File: src/rtl/inst_fetch.sv
// Instruction fetch stage: one-at-a-time req/ack fetch from imem, holds the instruction for decode; flush redirects.
// Optional IFETCH_MISALIGN_CHK_EN: misaligned PCs bypass memory and deliver a NOP with misalign_o set.
module inst_fetch #(
    parameter logic [31:0] RESET_PC = 32'h0000_0000
) (
    input  logic        clk_i,
    input  logic        rst_i,
    input  logic [31:0] pc_i,
    input  logic        flush_i,
    output logic        imem_req_o,
    output logic [31:0] imem_addr_o,
    input  logic        imem_ack_i,
    input  logic [31:0] imem_rdata_i,
    output logic [31:0] inst_o,
    output logic [31:0] inst_pc_o,
    output logic        have_inst_o,
    input  logic        inst_ready_i,
    output logic        pc_en_o,
    output logic        misalign_o
);

    typedef enum logic [1:0] {
        IDLE = 2'b00,
        REQ  = 2'b01,
        HOLD = 2'b10,
        DROP = 2'b11
    } state_t;

    state_t      state;
    state_t      state_nxt;
    logic [31:0] req_addr;
    logic        misalign_pc;

`ifdef IFETCH_MISALIGN_CHK_EN
    localparam logic [31:0] NOP_INST = 32'h0000_0013;
    logic misalign_q;

    assign misalign_pc = (pc_i[1:0] != 2'b00);
    assign misalign_o  = misalign_q;
`else
    assign misalign_pc = 1'b0;
    assign misalign_o  = 1'b0;
`endif

    assign imem_req_o  = (state == REQ) || (state == DROP);
    assign imem_addr_o = {req_addr[31:2], 2'b00};
    assign have_inst_o = (state == HOLD);
    assign pc_en_o     = have_inst_o & inst_ready_i & ~flush_i;

    always_ff @(posedge clk_i or posedge rst_i) begin
        if (rst_i) begin
            state <= IDLE;
        end else begin
            state <= state_nxt;
        end
    end

    always_comb begin
        state_nxt = state;
        case (state)
            IDLE: state_nxt = misalign_pc ? HOLD : REQ;
            REQ: begin
                if (imem_ack_i) begin
                    state_nxt = flush_i ? IDLE : HOLD;
                end else if (flush_i) begin
                    state_nxt = DROP;
                end
            end
            HOLD: begin
                if (flush_i || inst_ready_i) begin
                    state_nxt = IDLE;
                end
            end
            // A redirected fetch must still retire the outstanding memory cycle.
            DROP: begin
                if (imem_ack_i) begin
                    state_nxt = IDLE;
                end
            end
            default: state_nxt = IDLE;
        endcase
    end

    always_ff @(posedge clk_i or posedge rst_i) begin
        if (rst_i) begin
            req_addr  <= RESET_PC;
            inst_o    <= 32'h0;
            inst_pc_o <= RESET_PC;
`ifdef IFETCH_MISALIGN_CHK_EN
            misalign_q <= 1'b0;
`endif
        end else begin
            case (state)
                IDLE: begin
                    req_addr <= pc_i;
`ifdef IFETCH_MISALIGN_CHK_EN
                    if (misalign_pc) begin
                        inst_o     <= NOP_INST;
                        inst_pc_o  <= pc_i;
                        misalign_q <= 1'b1;
                    end
`endif
                end
                REQ: begin
                    if (imem_ack_i && !flush_i) begin
                        inst_o    <= imem_rdata_i;
                        inst_pc_o <= req_addr;
`ifdef IFETCH_MISALIGN_CHK_EN
                        misalign_q <= 1'b0;
`endif
                    end
                end
                default: ;
            endcase
        end
    end

endmodule

File: config.mk
export PLATFORM = sky130hd
export DESIGN_NAME = inst_fetch
export DESIGN_NICKNAME = d
export VERILOG_FILES = /design/src/rtl/inst_fetch.sv
export SDC_FILE = /design/constraint.sdc
export NUM_CORES = 1
export LEC_CHECK = 0
export CAP_MARGIN = 20
export CORE_AREA = 8 8 83 140
export DETAILED_ROUTE_END_ITERATION = 7
export DIE_AREA = 0 0 91 148
export PLACE_DENSITY = 0.88
export SETUP_SLACK_MARGIN = 0.05
export SLEW_MARGIN = 15
export SYNTH_ARGS = -nofsm -noshare
export SYNTH_HDL_FRONTEND = slang
export SYNTH_SLANG_ARGS = --single-unit
File: constraint.sdc
create_clock -name clk_i -period 3.3 [get_ports clk_i]
set_input_delay 0.33 -clock clk_i [delete_from_list [all_inputs] [get_ports clk_i]]
set_output_delay 0.33 -clock clk_i [all_outputs]
set_load 0.03 [all_outputs]
==> qor.txt <==
Outcome - completed
Worst hold margin - 0.424 ns
PD cells - 1130 nW/µm²
GPL Wtd Cong - 0.752
Placed Cells - 501
Starting DRT DRC Count - 81
Fmax - 434 MHz
P&R area growth vs syn - 46.1%
Data arrival, critical path - 1.98 ns
Finished Core Util - 0.592
Vias - 2429
Tot GR Track Use - 0.148
Clock buffer depth - 2
Critical Path RT - 2.97 ns
Min-Delay Path Class - input pin to async pin
Port buffer count - 165
R2r setup slk - 1.42 ns
Vias per cell - 4.71
WL/cell - 19.0 µm
# resized after CTS - 0
Die area - 13500 µm²
Core area - 9730 µm²
Endpoint type of the worst setup path - primary output
Routed Antenna Nets - 0
Post-CTS Hold Buffers - 0
CTS Sinks - 98
Reg-to-reg critical path endpoint - inst_o[20]$_DFFE_PP0P_
Setup crit start - state[1]$_DFFE_PP0P_
Synthesized flop and latch total - 98
Share of cells above drive strength 1 - 0.169
Max Transition Viols Final - 0
H-tree levels - 3
Final setup skew - 0.00817 ns
RSZ-0062 raised after global routing - no
Final wirelength - 9.80 mm
Tcrit/Tclk final - 0.699
Synthesized area per cell - 15.8 µm²
Worst relative slew slack - 0.335
Clock share of power - 0.156
NetSw - 2.59 mW
Detailed placement HPWL - 7.74 mm
# IOs - 169
Fin Setup TNS - 0 ns
Yosys cell types - 17
Total internal power - 3.90 mW
Largest net degree at the start of global routing - 54
Max_cap viols - 0
Cells after Synth - 250
Actual slew at the worst max-slew pin - 0.996 ns
Gr ovfl total - 0
Finish-stage setup viols - 0
First drt pass iteration count - 2
Post-layout min period - 2.31 ns
Cell Area, Synth - 3940 µm²
Fin nets - 456
Crit path launch type - flip-flop
Antenna violations before repair - 0
Worst reg2reg startpoint - state[0]$_DFFE_PP0P_
Std-Cell Rows - 48
Fin cells - 516
First-pass GRT wire length - 15.3 mm
Vias in the first global route - 2804
Root Driver - clkbuf_16
Sw Ratio - 0.399
R2R cell count - 4
Pleak - 2.39 nW
Drt drc - 0
CTS clk-pin slew, worst paths - 0.06 ns
CTS tree - built
Worst-Skew Late Latency - 0.33 ns
Diode count - 0
Initial Util - 0.405
Cts bufs inserted - 9
CP max FO - 4
Fraction of power consumed by sequential logic - 0.334
Sequential cell area fraction in the yosys report - 0.622
Fin. Hold Viols - 0
VDD IR max - 0.000681 V
CP Class - flip-flop to primary output
Die width - 91 µm
Setup bufs post-CTS - 0
Die height - 148 µm
Ys Warns - 0
Share of total power in combinational logic - 0.510
Fill cell total of the finished layout - 794
synth_stat cells:
library cell,instances,area [µm²]
dfrtp_1,98,2450
o211a_1,1,10.0
mux2_1,49,552
a211o_1,1,8.76
nor3_2,1,10.0
conb_1,1,3.75
nor2_1,2,7.51
and3b_1,1,8.76
nand2_1,1,3.75
nor2b_1,1,6.26
buf_6,5,56.3
a21oi_1,1,5.00
mux2_2,47,529
buf_4,34,255
inv_1,2,7.51
clkbuf_1,1,3.75
buf_2,4,20.0
worst max-delay path by stage:
| stage | slack (ns) | to | cells after the start |
|---|---|---|---|
| after CTS | 0.97 | pc_en_o | 3 |
| after global routing | 0.89 | pc_en_o | 3 |
| final | 0.99 | pc_en_o | 3 |
| after detailed placement | 1.05 | inst_o[20]$_DFFE_PP0P_ | 5 |
| after global placement | 1.13 | inst_o[24]$_DFFE_PP0P_ | 5 |
| after floorplan | 0.41 | inst_o[0]$_DFFE_PP0P_ | 1 |
cell families after synthesis:
logic type	count (synthesis)	synth area share
AOI/OAI and AO/OA	3	0.00603
buffers and inverters	46	0.0870
DFF	98	0.622
muxes	96	0.274
other	1	0.000952
and+or+nand+nor	6	0.00921
layer usage:
layer  global-route usage  share of wire
met5                    0              0
met4               0.0890          0.033
met3               0.0442          0.057
met2                0.291           0.60
met1                0.122           0.31
state kept, by name, summed over array words and instances (netlist names):
name / count
inst_o: 32
inst_pc_o: 32
req_addr: 32
state: 2
cell usage in the layout, fill, tap and decap left out:
cell type        count
clkbuf_1             2
and3b_1              1
nor2_1               1
conb_1               3
clkbuf_8             1
inv_4                1
nor2b_1              1
buf_12               1
mux2_1              49
inv_1                1
o211a_1              1
nand2_1              1
a211o_1              1
a21oi_1              1
bufinv_16            1
clkbuf_16            9
nor3_4               1
clkdlybuf4s50_1    165
mux2_2              47
dfrtp_1             98
clkinv_2             2
buf_4                2
nor2_4               1
power by group through the flow:
stage          Clock (mW)  Sequential, mW  Combinational (mW)
2_1_floorplan           0            2.92                1.32
3_3_place_gp            0            2.16                3.30
3_5_place_dp            0            2.20                3.36
4_1_cts              1.04            2.18                3.37
5_1_grt              1.09            2.25                3.45
6_report             1.01            2.17                3.31
worst max-delay path: stages, from the launching register on:
cell,delay (ns)
dfrtp_1,0.46
nor2b_1,0.31
and3b_1,0.20
clkdlybuf4s50_1,0.67
through the flow:
stage	setup slack, ns	power (mW)	instance area, µm²
after floorplan	0.408	4.24	3950
after global placement	1.13	5.45	5470
after detailed placement	1.05	5.55	5470
after CTS	0.974	6.59	5760
after global routing	0.895	6.79	5760
final	0.994	6.48	5760
layout make-up:
type,instances,area (µm²),area share
clock buffers,12,246,0.0428
clock inverters,3,40.0,0.00695
inverters,2,10.0,0.00174
multi-input cells,108,1170,0.203
flip-flops and latches,98,2450,0.426
well taps,125,156,0.0272
repair buffers,168,1690,0.293
(Power assumes the default switching activity.)
